## config.mk

```make
export PLATFORM = sky130hd
export DESIGN_NAME = ram_arb
export DESIGN_NICKNAME = d
export VERILOG_FILES = /design/src/rtl/ram_arb.sv
export SDC_FILE = /design/constraint.sdc
export NUM_CORES = 1
export LEC_CHECK = 0
export ABC_AREA = 0
export CORE_ASPECT_RATIO = 0.8
export CORE_MARGIN = 5
export CORE_UTILIZATION = 45
export DETAILED_ROUTE_END_ITERATION = 10
export DONT_BUFFER_PORTS = 1
export PLACE_DENSITY_LB_ADDON = 0.08
export SYNTH_ARGS = -nofsm -noshare
export SYNTH_HDL_FRONTEND = slang
export SYNTH_SLANG_ARGS = --single-unit
```

## constraint.sdc

```tcl
create_clock -name clk -period 3.05 [get_ports clk]
set_input_delay 0.7625 -clock clk [delete_from_list [all_inputs] [get_ports clk]]
set_output_delay 0.7625 -clock clk [all_outputs]
set_load 0.01 [all_outputs]
```

## src/rtl/ram_arb.sv

```systemverilog
// ram_arb: two-master arbiter/sequencer for the 4-bank byte-lane peripheral RAM.
// Ports: clk, rst (sync, active high); per master mN_req/we/addr/be/wdata in,
//   mN_gnt/rsp_valid/rsp_data out, mN_rsp_ready in; ram_wr_en/wr_addr/wr_data/
//   rd_addr out, ram_rd_data in (1-cycle read latency).
// Build option: RAM_ARB_RR_EN selects round-robin, otherwise m0 fixed priority.
module ram_arb #(
  parameter int ADDR_WIDTH     = 32,
  parameter int DATA_WIDTH     = 32,
  parameter int RAM_ADDR_WIDTH = 14
) (
  input  logic                  clk,
  input  logic                  rst,
  input  logic                  m0_req_i,
  input  logic                  m0_we_i,
  input  logic [ADDR_WIDTH-1:0] m0_addr_i,
  input  logic [3:0]            m0_be_i,
  input  logic [DATA_WIDTH-1:0] m0_wdata_i,
  output logic                  m0_gnt_o,
  output logic                  m0_rsp_valid_o,
  output logic [DATA_WIDTH-1:0] m0_rsp_data_o,
  input  logic                  m0_rsp_ready_i,
  input  logic                  m1_req_i,
  input  logic                  m1_we_i,
  input  logic [ADDR_WIDTH-1:0] m1_addr_i,
  input  logic [3:0]            m1_be_i,
  input  logic [DATA_WIDTH-1:0] m1_wdata_i,
  output logic                  m1_gnt_o,
  output logic                  m1_rsp_valid_o,
  output logic [DATA_WIDTH-1:0] m1_rsp_data_o,
  input  logic                  m1_rsp_ready_i,
  output logic [3:0]            ram_wr_en_o,
  output logic [ADDR_WIDTH-1:0] ram_wr_addr_o,
  output logic [DATA_WIDTH-1:0] ram_wr_data_o,
  output logic [ADDR_WIDTH-1:0] ram_rd_addr_o,
  input  logic [DATA_WIDTH-1:0] ram_rd_data_i
);

  if (DATA_WIDTH != 32 || RAM_ADDR_WIDTH < 3 ||
      RAM_ADDR_WIDTH > ADDR_WIDTH) begin : g_cfg_err
    $error("ram_arb: unsupported parameter set");
  end

  typedef enum logic [1:0] {
    IDLE, RSP_LIVE, RSP_HELD
  } rsp_st_e;

  logic [1:0]            req, we, rdy;
  logic [1:0]            elig, gnt, rsp_valid;
  logic [ADDR_WIDTH-1:0] addr [2];
  logic [3:0]            be [2];
  logic [DATA_WIDTH-1:0] wdata [2];

  rsp_st_e               st_q [2];
  rsp_st_e               st_d [2];
  logic [1:0]            rd_q;
  logic [DATA_WIDTH-1:0] hold_q [2];
  logic [DATA_WIDTH-1:0] live_data [2];
  logic [DATA_WIDTH-1:0] rsp_data [2];

  logic                  prefer_m0;
  logic                  sel, wr_go, rd_go;
  logic [ADDR_WIDTH-1:0] wr_addr_q, rd_addr_q;
  logic [DATA_WIDTH-1:0] wr_data_q;

  assign req      = {m1_req_i, m0_req_i};
  assign we       = {m1_we_i, m0_we_i};
  assign rdy      = {m1_rsp_ready_i, m0_rsp_ready_i};
  assign addr[0]  = m0_addr_i;
  assign addr[1]  = m1_addr_i;
  assign be[0]    = m0_be_i;
  assign be[1]    = m1_be_i;
  assign wdata[0] = m0_wdata_i;
  assign wdata[1] = m1_wdata_i;

  // A slot frees up in the same cycle its response is consumed.
  always_comb begin
    for (int n = 0; n < 2; n++) begin
      elig[n] = req[n] & ((st_q[n] == IDLE) | rdy[n]);
    end
  end

`ifdef RAM_ARB_RR_EN
  logic last_q;

  always_ff @(posedge clk) begin
    if (rst) begin
      last_q <= 1'b1;
    end else if (|gnt) begin
      last_q <= gnt[1];
    end
  end

  assign prefer_m0 = last_q;
`else
  assign prefer_m0 = 1'b1;
`endif

  // No grant under reset, so a colliding write never reaches the banks.
  always_comb begin
    gnt = 2'b00;
    if (!rst) begin
      if (elig[0] && (prefer_m0 || !elig[1])) begin
        gnt = 2'b01;
      end else if (elig[1]) begin
        gnt = 2'b10;
      end
    end
  end

  assign sel   = gnt[1];
  assign wr_go = (|gnt) & we[sel];
  assign rd_go = (|gnt) & ~we[sel];

  assign ram_wr_en_o   = wr_go ? be[sel] : 4'b0000;
  assign ram_wr_addr_o = wr_go ? addr[sel] : wr_addr_q;
  assign ram_wr_data_o = wr_go ? wdata[sel] : wr_data_q;
  assign ram_rd_addr_o = rd_go ? addr[sel] : rd_addr_q;

  always_ff @(posedge clk) begin
    if (rst) begin
      wr_addr_q <= '0;
      wr_data_q <= '0;
      rd_addr_q <= '0;
    end else begin
      if (wr_go) begin
        wr_addr_q <= addr[sel];
        wr_data_q <= wdata[sel];
      end
      if (rd_go) begin
        rd_addr_q <= addr[sel];
      end
    end
  end

  always_ff @(posedge clk) begin
    for (int n = 0; n < 2; n++) begin
      if (rst) begin
        st_q[n] <= IDLE;
      end else begin
        st_q[n] <= st_d[n];
      end
    end
  end

  always_comb begin
    for (int n = 0; n < 2; n++) begin
      st_d[n] = st_q[n];
      unique case (st_q[n])
        IDLE: begin
          if (gnt[n]) st_d[n] = RSP_LIVE;
        end
        RSP_LIVE, RSP_HELD: begin
          if (gnt[n]) begin
            st_d[n] = RSP_LIVE;
          end else if (rdy[n]) begin
            st_d[n] = IDLE;
          end else begin
            st_d[n] = RSP_HELD;
          end
        end
        default: st_d[n] = IDLE;
      endcase
    end
  end

  // rd_q remembers whether the outstanding request was a read.
  always_ff @(posedge clk) begin
    for (int n = 0; n < 2; n++) begin
      if (rst) begin
        rd_q[n]   <= 1'b0;
        hold_q[n] <= '0;
      end else begin
        if (gnt[n]) begin
          rd_q[n] <= ~we[n];
        end
        if (st_q[n] == RSP_LIVE && !rdy[n]) begin
          hold_q[n] <= live_data[n];
        end
      end
    end
  end

  always_comb begin
    for (int n = 0; n < 2; n++) begin
      live_data[n] = rd_q[n] ? ram_rd_data_i : '0;
      rsp_valid[n] = (st_q[n] != IDLE);
      rsp_data[n]  = '0;
      unique case (1'b1)
        st_q[n] == RSP_LIVE: rsp_data[n] = live_data[n];
        st_q[n] == RSP_HELD: rsp_data[n] = hold_q[n];
        default: ;
      endcase
    end
  end

  assign m0_gnt_o       = gnt[0];
  assign m1_gnt_o       = gnt[1];
  assign m0_rsp_valid_o = rsp_valid[0];
  assign m1_rsp_valid_o = rsp_valid[1];
  assign m0_rsp_data_o  = rsp_data[0];
  assign m1_rsp_data_o  = rsp_data[1];

endmodule

```

==> results of run 1 <==
[routing by layer]
| layer | share of wire | global-route usage | up-vias |
|---|---|---|---|
| li1 | - | - | 3817 |
| met4 | 0.019 | 0.0762 | 0 |
| met1 | 0.41 | 0.338 | 4183 |
| met2 | 0.49 | 0.446 | 449 |
| met3 | 0.074 | 0.0622 | 52 |
| met5 | 0 | 0 | - |
[power breakdown]
| part | switching [mW] | leakage, nW | internal [mW] |
|---|---|---|---|
| combinational | 0.883 | 2.95 | 0.847 |
| clock | 0.941 | 0.275 | 1.14 |
| sequential | 0.0848 | 1.52 | 2.48 |
[kinds of logic (layout without fill, tap and decap cells)]
group | count (synthesis) | count (layout)
compound gates | 304 | 304
fa+ha+maj | 8 | 8
buf+inv | 135 | 299
flops | 166 | 166
mux | 102 | 102
simple gates | 247 | 248
[area by class of cell]
class	instances	area, um2	area share
Clock buffer	19	433	0.0331
Clock inverter	13	121	0.00929
Inverter	41	154	0.0118
Multi-Input combinational cell	662	5580	0.427
Sequential cell	166	3970	0.304
Tap cell	264	330	0.0253
Timing Repair Buffer	226	2480	0.190
[stage by stage]
step / utilization / setup TNS [ns] / power, mW / hold WS [ns]
floorplan: - / 0 / 3.31 / 0.469
global route: 0.664 / -18.04 / 6.62 / 0.412
finish: 0.664 / -10.28 / 6.37 / 0.430
global placement: 0.497 / -0.140 / 3.67 / 0.479
detailed placement: 0.497 / -0.354 / 3.70 / 0.488
CTS: 0.607 / -6.70 / 6.08 / 0.412
[sequential cells by signal, indices dropped and copies added (netlist names)]
register,count
hold_q,64
rd_addr_q,32
rd_q,2
st_q,4
wr_addr_q,32
wr_data_q,32
[worst paths after layout]
| check | start | endpoint |
|---|---|---|
| max | st_q[0][1] | ram_rd_addr_o[24] |
| min | m1_we_i | rd_q[1] |
| max reg2reg | st_q[1][0] | wr_addr_q[30] |
| min reg2reg | wr_addr_q[18] | wr_addr_q[18] |
[timing repair]
action | CTS | global route
pin swaps | 8 | 13
cloned | 12 | 11
resized for setup | 209 | 132
setup buffers | 52 | 53
endpoints found under the setup margin | 100 | 99
[cell usage after synthesis, drive strengths merged]
master  count
o21ai     132
dfxtp     102
mux2i     102
a211oi     97
clkbuf     73
nor2       73
and2       66
a22oi      64
edfxtp     64
nor2b      64
inv        41
nor3       35
buf        21
ha          8
a21o        2
a21oi       2
nor3b       2
o211ai      2
o21a        2
a32oi       1
nand2       1
nand2b      1
nand3       1
nand4b      1
o21bai      1
o31ai       1
or2         1
or3         1
or4b        1
[worst reg2reg max path, cell delays in order (launching register included)]
cell and delay [ns]:
dfxtp_2 0.33, inv_2 0.08, ha_4 0.14, buf_6 0.10
o211ai_1 0.11, buf_4 0.16, o21ai_4 0.25, buf_4 0.73
buf_4 0.60, nor2_1 0.11, a211oi_1 0.28
==> reports/results.txt, run 1 <==
post-DP HPWL -> 17800 um
ant diodes -> 0
Initial DRT Pass Iterations -> 6
standard-cell row count -> 46
relative max-transition margin -> 0.417
Worst Setup End Kind -> output pin
cells after synthesis -> 962
Crit path max-delay family -> buffers and inverters
Tightest Pin Transition -> 0.874 ns
Unique masters post-synth -> 34
Synth top area share -> 0.229
xor/xnor share of the synthesized area -> 0
post-synthesis compound-gate area fraction -> 0.218
post-route ant nets -> 0
DR vias -> 8501
post-route cell area -> 0.0131 mm2
Buffers on Ports -> 0
status -> finished with violations
worst setup margin -> -0.202 ns
worst path bufs/invs -> 5
core area -> 0.0197 mm2
Initial DRC Count -> 859
# DRC -> 0
Placed Instance Area -> 0.00978 mm2
first-pass GRT wire length -> 47300 um
crit start category -> register
Worst R2R Path Depth -> 10
Ys Warns -> 0
share of layout cells above drive strength 1 -> 0.366
Crit. path cell count -> 10
kind of critical path -> reg2out
area leader, netlist -> dfxtp_1
Slowest cell on crit path -> dfxtp_2
largest net degree at the start of global routing -> 175
htree depth -> 4
Starting Density -> 0.453
Max VDD drop -> 338 uV
Synth Area in Simple Gates -> 0.149
WP data arrival -> 2.49 ns
Die Y-Extent -> 136 um
Reg clk slew, reported paths -> 0.06 ns
grt ovf -> 0
Final GP Congestion -> 0.799
failing checks -> setup timing
Static Leak -> 4.74 nW
IO Count -> 344
post-route insts no fill -> 1391
clock sink count -> 166
Area contributors post-synth -> dfxtp_1, edfxtp_1, mux2i_1, a211oi_1, o21ai_0
Worst EP required -> 2.29 ns
placed cells -> 1237
combinational family with the most area after synthesis -> compound AO/OA/AOI/OAI gates
clk_lat worst skew -> 0.43 ns
Worst path max stage delay -> 0.35 ns
Seq/Total Area, Yosys -> 0.444
post-synthesis adder-cell area fraction -> 0.0112
worst hold path stage count -> 1
MaxCap Viol Count -> 0
CP cell instances -> inv_2 -> ha_4 -> o21a_4 -> nor3_4 -> buf_12 -> buf_16 -> buf_16 -> buf_4 -> mux2i_4 -> mux2i_2
clock skew -> 0.0140 ns
Final Slew Violations -> 0
CP most frequent cell -> buf_16
Layout area overhead -> 46.3%
Achievable Freq -> 308 MHz
Crit Path Max Fanout -> 6
Avg Cell Area, Syn -> 9.28 um2
Power Density -> 488 mW/mm2
Worst R2R Setup Slack -> 0.08 ns
endpoints failing hold -> 0
Mapped Nets -> 1146
multiplexer area fraction after synthesis -> 0.114
synthesized area -> 0.00893 mm2
worst hold path type -> in2reg
layout net count -> 1298
Vias/cell -> 6.11
flops & latches, synth -> 166
pre-CTS WS -> -0.153 ns
All-Layer GR Usage -> 0.263
CTS root buf -> clkbuf_16
TritonCTS clock tree -> done
RSZ-0062 raised after global routing -> true
maximum clock path buffer count -> 2
CTS buffer count -> 17
Final min period -> 3.25 ns
commonest cells after routing, fill and taps aside -> buf_4, dfxtp_1, a211oi_1
post-route clock period utilization -> 1.07
die area -> 0.0228 mm2
hold_buf cts -> 0
final setup fails -> 99
commonest non-fill, non-tap cell in the layout -> buf_4
Fillers -> 1470
Die W -> 167 um
Avg WL per Cell -> 25.3 um
drt total wl -> 35200 um
initial antenna violation count -> 0
vias in the first global route -> 8092
Power figures use the tool's default switching activity.
==> run 2: changes to the inputs <==
--- a/config.mk
+++ b/config.mk
@@ -9,6 +9,7 @@
 export CORE_ASPECT_RATIO = 0.8
 export CORE_MARGIN = 5
 export CORE_UTILIZATION = 45
+export CTS_CLUSTER_SIZE = 14
 export DETAILED_ROUTE_END_ITERATION = 10
 export DONT_BUFFER_PORTS = 1
 export PLACE_DENSITY_LB_ADDON = 0.08
==> results of run 2 <==
Final layout, timing and power as in run 1 (identical DEF).
==> run 3: changes to the inputs <==
--- a/config.mk
+++ b/config.mk
@@ -13,6 +13,7 @@
 export DETAILED_ROUTE_END_ITERATION = 10
 export DONT_BUFFER_PORTS = 1
 export PLACE_DENSITY_LB_ADDON = 0.08
+export RECOVER_POWER = 50
 export SYNTH_ARGS = -nofsm -noshare
 export SYNTH_HDL_FRONTEND = slang
 export SYNTH_SLANG_ARGS = --single-unit
==> run 3 against run 2 <==
The run ends with capacitance limit, slew limit, setup timing left. Utilization fell by 0.095 points. Routed wire length about the same. First-iteration DRC count is 0.58% lower. Cell area is 0.14% lower. Global-route usage stayed put. Largest cell class unchanged. Largest power group unchanged. Highest routed layer unchanged.
==> reports/results.txt, run 3 (synthesis gave the netlist of run 1 again) <==
DR vias -> 8551 (+0.59%)
status -> finished with violations
failing checks -> capacitance limit, slew limit, setup timing
P_sw -> 1.90 mW (-0.21%)
htree depth -> 4 (unchanged)
post-route clock period utilization -> 1.07 (about the same)
Static Leak -> 4.72 nW (-0.34%)
core area -> 0.0197 mm2 (unchanged)
drt total wl -> 35200 um (about the same)
Starting Density -> 0.453 (unchanged)
final setup fails -> 127 (+28%)
Crit Path Max Fanout -> 6 (unchanged)
share of layout cells above drive strength 1 -> 0.362 (-0.00444)
Net Sw Frac -> 0.299 (-0.000344)
# DRC -> 0 (unchanged)
total power -> 6.37 mW (about the same)
die area -> 0.0228 mm2 (unchanged)
layout net count -> 1298 (unchanged)
worst setup margin -> -0.200 ns (+0.00210 ns)
CTS buffer count -> 17 (unchanged)
CTS root buf -> clkbuf_16
largest net degree at the start of global routing -> 175 (unchanged)
Gate power share -> 0.271 (about the same)
Vias/cell -> 6.15 (+0.59%)
ant diodes -> 0 (unchanged)
Avg WL per Cell -> 25.3 um (about the same)
initial antenna violation count -> 0 (unchanged)
Max VDD drop -> 337 uV (-0.40%)
clock sink count -> 166 (unchanged)
Reg area -> 0.00397 mm2 (about the same)
post-route ant nets -> 0 (unchanged)
relative max-transition margin -> -0.280 (-0.698)
clock skew -> 0.0126 ns (-0.00143 ns)
Biggest register -> hold_q
TritonCTS clock tree -> done
Int Pwr -> 4.46 mW (about the same)
Fillers -> 1477 (+0.48%)
Die W -> 167 um (unchanged)
Multi-input gate area -> 0.00558 mm2 (unchanged)
worst hold path type -> in2reg
Seq pwr share -> 0.404 (about the same)
Initial DRT Pass Iterations -> 6 (unchanged)
Reg clk slew, reported paths -> 0.07 ns (about the same)
Largest register FFs -> 64 (unchanged)
commonest cells after routing, fill and taps aside -> buf_4, dfxtp_1, a211oi_1
crit start category -> register
Tightest Pin Transition -> 1.92 ns (+1.05 ns)
hold slack -> 0.433 ns (+0.00243 ns)
Worst Setup End Kind -> output pin
grt ovf -> 0 (unchanged)
IO Count -> 344 (unchanged)
fin util -> 0.663 (-0.000954)
WP data arrival -> 2.49 ns (about the same)
Final Slew Violations -> 33 (+33)
standard-cell row count -> 46 (unchanged)
clk_lat worst skew -> 0.43 ns (about the same)
Layout area overhead -> 46.1%
hold_buf cts -> 0 (unchanged)
Buffers on Ports -> 0 (unchanged)
Clk pwr share -> 0.325 (about the same)
commonest non-fill, non-tap cell in the layout -> buf_4
Final min period -> 3.25 ns (-0.00210 ns)
Achievable Freq -> 308 MHz (about the same)
Final GP Congestion -> 0.799 (unchanged)
first-pass GRT wire length -> 47300 um (unchanged)
MaxCap Viol Count -> 1 (+1)
Die Y-Extent -> 136 um (unchanged)
maximum clock path buffer count -> 2 (unchanged)
Initial DRC Count -> 854 (-0.58%)
endpoints failing hold -> 0 (unchanged)
Power Density -> 488 mW/mm2 (about the same)
vias in the first global route -> 8092 (unchanged)
RSZ-0062 raised after global routing -> true
All-Layer GR Usage -> 0.263 (unchanged)
post-DP HPWL -> 17800 um (unchanged)
Worst EP required -> 2.29 ns (about the same)
kind of critical path -> reg2out
==> run 3: changes by cell type in the layout (fill, tap and decap cells not counted), sizes merged <==
cell / before / now
clkbuf: 28 / 33
buf: 217 / 212
==> run 3: what timing repair did <==
action / CTS / global route
buffers inserted: 52 / 53
gates cloned: 12 / 11
hold endpoints to repair: 0 / 0
gates resized for setup: 209 / 132
setup endpoints to repair: 100 / 99
pin swaps: 8 / 13
==> run 3: area by class of cell <==
cell class	count	area share
Clock buffer	19	0.0332
Tap cell	264	0.0253
Clock inverter	13	0.00930
Timing Repair Buffer	226	0.189
Sequential cell	166	0.304
Inverter	41	0.0118
Multi-Input combinational cell	662	0.428
==> run 3: power by group through the flow <==
stage / clock, mW / combinational [mW] / sequential, mW
after floorplan: 0 / 0.728 / 2.58
after global placement: 0 / 1.07 / 2.60
after detailed placement: 0 / 1.09 / 2.61
after CTS: 2.10 / 1.42 / 2.56
after global routing: 2.22 / 1.82 / 2.59
final: 2.07 / 1.73 / 2.57
==> run 3: final timing paths <==
check / from / to / slack [ns] / depth (start not counted)
setup / recovery: st_q[0][1] / ram_rd_addr_o[24] / -0.20 / 10
hold / removal: m1_we_i / rd_q[1] / 0.43 / 1
setup reg to reg: st_q[0][1] / wr_addr_q[30] / 0.04 / 11
hold reg to reg: wr_addr_q[18] / wr_addr_q[18] / 0.50 / 2
==> run 3: worst max-delay path, stage by stage (launching register included) <==
cell and delay (ns):
dfxtp_2 0.35, inv_2 0.06, ha_4 0.15, o21a_4 0.20
nor3_4 0.20, buf_12 0.16, buf_16 0.16, buf_16 0.17
buf_4 0.18, mux2i_4 0.28, mux2i_2 0.13
==> run 3: routing by layer <==
layer | up-vias | track usage | share of wire
met1 | 4225 | 0.338 | 0.41
met4 | 0 | 0.0762 | 0.020
li1 | 3813 | - | -
met5 | - | 0 | 0
met2 | 458 | 0.446 | 0.49
met3 | 55 | 0.0622 | 0.073
==> run 3: per-stage QoR <==
| step | setup WS (ns) | cells | instance area (um2) | setup TNS [ns] |
|---|---|---|---|---|
| 2_1_floorplan | 0.292 | 962 | 8930 | 0 |
| 4_1_cts | -0.175 | 1332 | 11900 | -6.70 |
| 5_1_grt | -0.284 | 1391 | 13000 | -27.01 |
| 3_3_place_gp | -0.0775 | 1237 | 9780 | -0.140 |
| 3_5_place_dp | -0.153 | 1237 | 9780 | -0.354 |
| 6_report | -0.200 | 1391 | 13000 | -14.09 |
==> edit 1 (settings of run 3) <==
The option `RAM_ARB_RR_EN` is turned on by a define.
--- a/src/rtl/ram_arb.sv
+++ b/src/rtl/ram_arb.sv
@@ -3,6 +3,8 @@
 //   mN_gnt/rsp_valid/rsp_data out, mN_rsp_ready in; ram_wr_en/wr_addr/wr_data/
 //   rd_addr out, ram_rd_data in (1-cycle read latency).
 // Build option: RAM_ARB_RR_EN selects round-robin, otherwise m0 fixed priority.
+`define RAM_ARB_RR_EN
+
 module ram_arb #(
   parameter int ADDR_WIDTH     = 32,
   parameter int DATA_WIDTH     = 32,
Formal check against the unedited RTL: not equivalent (a bounded check fails within 4 cycles, from zero or initial values and one cycle with rst high).
==> edit 1 against run 3 <==
  * The flow finishes with violations (negative setup slack)
  * Highest routed layer unchanged
  * Register-to-register slack better by 300 ps
  * Wire length down 4.0%
  * Synthesized cell count down 2.6%
  * Combinational power up 4%
  * Final area up 2.6%
  * Area after synthesis up 10%
  * Final cell count down 5.9%
  * Sequential cell count up 1
  * Core utilization down 4.2 points
  * Critical endpoint is now ram_wr_data_o[14]
  * Largest power group unchanged
  * Worst setup slack better by 13 ps
  * Critical path depth down 1
  * Worst hold slack worse by 16 ps
  * Total power up 4.0%
==> edit 1: results (changes against run 3) <==
metric;value;unit;change
status;complete, but fails checks;;
failing checks;negative setup slack;;
top cells by count, synth;103 x dfxtp_1, 100 x mux2i_1, 100 x nor3_1;;
Finished Layout Cells;1309;;-5.9%
worst setup margin;-187;ps;+12.5 ps
Mean Syn Cell Area;10.5;µm²;+13%
post-DP HPWL;19700;µm;+11%
Final setup viols;93;;-27%
Hold Path End;wr_addr_q[24];;
Worst Path Arrival;2470;ps;-20 ps
DRT iter0 DRCs;477;;-44%
Worst Max-Slew Pin Slew;1320;ps;-605 ps
Worst Clk Skew;12.5;ps;-0.0554 ps
Max VDD drop;0.000271;V;-20%
vias in the first global route;8532;;+5.4%
r2r startpoint;st_q[1][0];;
syn_nets;1121;;-2.2%
Hold WS;417;ps;-15.7 ps
DR pass1 iterations;5;;-1
RD Place Congestion;0.777;;-2.7%
layout cells sized above 1;0.407;;+0.0451
hold_sp;rst;;
Netlist cell types;41;;+21%
CP max stage cell;mux2i_1;;
WL per Instance;25.8;µm;+2.0%
GRT Overall Usage;0.257;;-0.00585
DR vias;8050;;-5.9%
cells on worst reg2reg path;8;;-3
reg2reg end;wr_data_q[14];;
final net count;1205;;-7.2%
fillers;1665;;+13%
Synth area leaders;dfxtp_1 21%, edfxtp_1 20%, mux2i_1 10%;;
edit 1: timing repair:
| item | 4_1_cts | 5_1_grt |
|---|---|---|
| pin swaps | 13 | 12 |
| buffers inserted | 66 | 27 |
| gates resized for setup | 313 | 54 |
| cloned | 13 | 4 |
| setup endpoints to repair | 100 | 103 |
edit 1: power breakdown:
part           switching [W]  total (W)  internal (W)
clock               0.000970    0.00221       0.00124
combinational       0.000868    0.00180      0.000932
sequential          0.000105    0.00261       0.00250
total                0.00194    0.00662       0.00468
edit 1: worst max path at each step:
stage                               from                end
after global routing          st_q[0][0]   ram_rd_addr_o[2]
after CTS                     st_q[0][0]  ram_wr_addr_o[22]
final                         st_q[0][1]  ram_wr_data_o[14]
after global placement    m0_rsp_ready_i  ram_rd_addr_o[24]
after floorplan           m1_rsp_ready_i  ram_wr_data_o[15]
after detailed placement  m0_rsp_ready_i  ram_wr_addr_o[31]
edit 1: logic make-up after synthesis:
logic type      Yosys count  synth area share
mux                     196             0.212
compound gates          179             0.163
buf+inv                 134            0.0615
fa+ha+maj                 8            0.0102
simple gates            253             0.148
flops                   167             0.405
edit 1: final cells by class:
cell class                      instances  area (µm²)  area share
Tap cell                              275         344      0.0257
Sequential cell                       167        3990       0.298
Clock buffer                           18         450      0.0337
Inverter                               42         158      0.0118
Multi-Input combinational cell        636        6460       0.483
Clock inverter                         14         150      0.0112
Timing Repair Buffer                  157        1820       0.136
edit 1: routing by layer:
metal  wire (µm)  vias up  global-route usage
met5           0        -                   0
met4         876        0              0.0921
met3        2730       59              0.0707
met2       16500      377               0.434
met1       13600     3999               0.319
li1            -     3615                   -
edit 1: worst max-delay path: cells and delay by family (launching register included):
kind	cells	cell delay [ps]
mux	2	630
buf+inv	4	510
flops	1	340
compound gates	1	240
simple gates	1	170
fa+ha+maj	1	160
==> edit 2 (config.mk and constraints of run 3) <==
Without the edit above. Change the parameter `ADDR_WIDTH` from 32 to 16.
--- a/src/rtl/ram_arb.sv
+++ b/src/rtl/ram_arb.sv
@@ -4,7 +4,7 @@
 //   rd_addr out, ram_rd_data in (1-cycle read latency).
 // Build option: RAM_ARB_RR_EN selects round-robin, otherwise m0 fixed priority.
 module ram_arb #(
-  parameter int ADDR_WIDTH     = 32,
+  parameter int ADDR_WIDTH     = 16,
   parameter int DATA_WIDTH     = 32,
   parameter int RAM_ADDR_WIDTH = 14
 ) (
Interface: changed (resized m0_addr_i, m1_addr_i, ram_rd_addr_o and ram_wr_addr_o); port bits go from 344 to 280. No check against the original RTL was run, so the function may have changed too.
==> edit 2 against run 3 <==
  * Area after synthesis decreased by 17%
  * Wire length decreased by 29%
  * Critical path type unchanged
  * Largest power group is now the clock network
  * Critical path depth increased by 1
  * Sequential cell count decreased by 32
  * Highest routed layer unchanged
  * Total power decreased by 15%
  * First-iteration DRC count decreased by 47%
  * Global-route usage decreased by 1.5 points
  * Worst setup slack improved by 61 ps
  * Via count decreased by 21%
  * Final area decreased by 19%
  * The flow finishes with violations (negative setup slack)
  * Maximum frequency increased by 1.9%
  * Non-clock buffer count decreased by 13
==> edit 2: results (changes against run 3) <==
metric;value;unit;change
Worst Path Arrival;2430;ps;-60 ps
Buffers on Ports;0;;unchanged
DR pass1 iterations;4;;-2
DR vias;6728;;-21%
post-place setup slack;-8.38;ps;+145 ps
cell count after placement;1018;;-18%
Netlist cell types;40;;+18%
Routed WL;24900;µm;-29%
dominant synthesized flop cell;dfxtp_1;;
top routing layer used;met4;;
r2r setup slk;380;ps;+340 ps
reg2reg end;rd_addr_q[3];;
critical path capture point;ram_wr_data_o[5];;
RD Place Congestion;0.787;;-1.5%
GRT Overall Usage;0.248;;-0.0148
Met1 Routed Length;9990;µm;-32%
failing checks;negative setup slack;;
Seq/Total Area, Yosys;0.449;;+0.00511
Worst Clk Skew;7.93;ps;-4.64 ps
Post-Syn Instances;767;;-20%
met2 wire length;12100;µm;-30%
cells on worst reg2reg path;8;;-3
Final setup viols;58;;-54%
WL per Instance;21.5;µm;-15%
Worst slew margin;0.248;;+0.528
final net count;1078;;-17%
met3 wire length;2280;µm;-11%
syn_nets;919;;-20%
fillers;1229;;-17%
layout cells sized above 1;0.367;;+0.00539
P_sw;0.00147;W;-23%
worst setup margin;-139;ps;+60.6 ps
DRT iter0 DRCs;449;;-47%
largest net degree at the start of global routing;127;;-27%
Max VDD drop;0.000456;V;+35%
post-DP HPWL;14000;µm;-21%
first-pass GRT wire length;38200;µm;-19%
status;complete, but fails checks;;
top cells by count, synth;87 x o21ai_0, 70 x dfxtp_1, 69 x mux2i_1;;
vias in the first global route;6905;;-15%
-- edit 2: worst reg2reg max path: cells and delay by family, from the launching register on --
| family | cells | cell delay [ps] |
|---|---|---|
| buffers and inverters | 3 | 470 |
| AND/OR/NAND/NOR | 2 | 1100 |
| AO/OA/AOI/OAI | 2 | 410 |
| flip-flops | 1 | 340 |
| adder cells (fa/ha/maj) | 1 | 160 |
-- edit 2: worst min path at each step --
stage	depth (start not counted)	slack (ps)	start	end
floorplan	2	450	rd_q[1]	rd_q[1]
global placement	2	470	rd_q[1]	rd_q[1]
detailed placement	2	480	rd_q[1]	rd_q[1]
CTS	1	400	rst	wr_data_q[20]
global route	1	390	rst	wr_data_q[20]
finish	1	420	rst	wr_data_q[21]
-- edit 2: cell type report --
type / count / area share
inverters: 24 / 0.00850
repair buffers: 213 / 0.189
clock inverters: 15 / 0.0168
multi-input cells: 536 / 0.406
flip-flops and latches: 134 / 0.314
clock buffers: 17 / 0.0401
well taps: 220 / 0.0260
-- edit 2: cells by family (layout without fill, tap and decap cells) --
logic type	after synthesis	after routing	synth area share
AOI/OAI and AO/OA	238	238	0.219
adders and majority gates	8	8	0.0135
buffers and inverters	97	269	0.0578
DFF	134	134	0.449
muxes	69	69	0.0934
and+or+nand+nor	221	221	0.168
-- edit 2: stage by stage --
step           instance area (µm²)  total power [W]  hold slack [ps]  utilization  setup TNS [ps]
6_report                     10600          0.00544              416        0.649           -3010
5_1_grt                      10600          0.00566              389        0.649          -10100
4_1_cts                      10300          0.00539              402        0.630           -5120
3_5_place_dp                  8220          0.00300              477        0.503           -8.38
3_3_place_gp                  8220          0.00299              474        0.503               0
2_1_floorplan                 7400          0.00268              448            -               0
-- edit 2: power by group through the flow --
stage               sequential (W)  clock, W  combinational [W]
floorplan                  0.00210         0           0.000575
global placement           0.00211         0           0.000871
detailed placement         0.00212         0           0.000883
CTS                        0.00208   0.00214            0.00117
global route               0.00210   0.00222            0.00134
finish                     0.00209   0.00210            0.00125
-- edit 2: layer usage --
metal / GRT usage / vias up
met1: 0.312 / 3245
met3: 0.0907 / 51
met5: 0 / -
met2: 0.403 / 320
met4: 0.0701 / 0
li1: - / 3112
-- edit 2: timing repair --
item / in CTS / in global routing
endpoints found under the setup margin: 68 / 68
pin swaps: 7 / 2
gates resized for setup: 137 / 61
buffers inserted: 82 / 18
gates cloned: 11 / 0
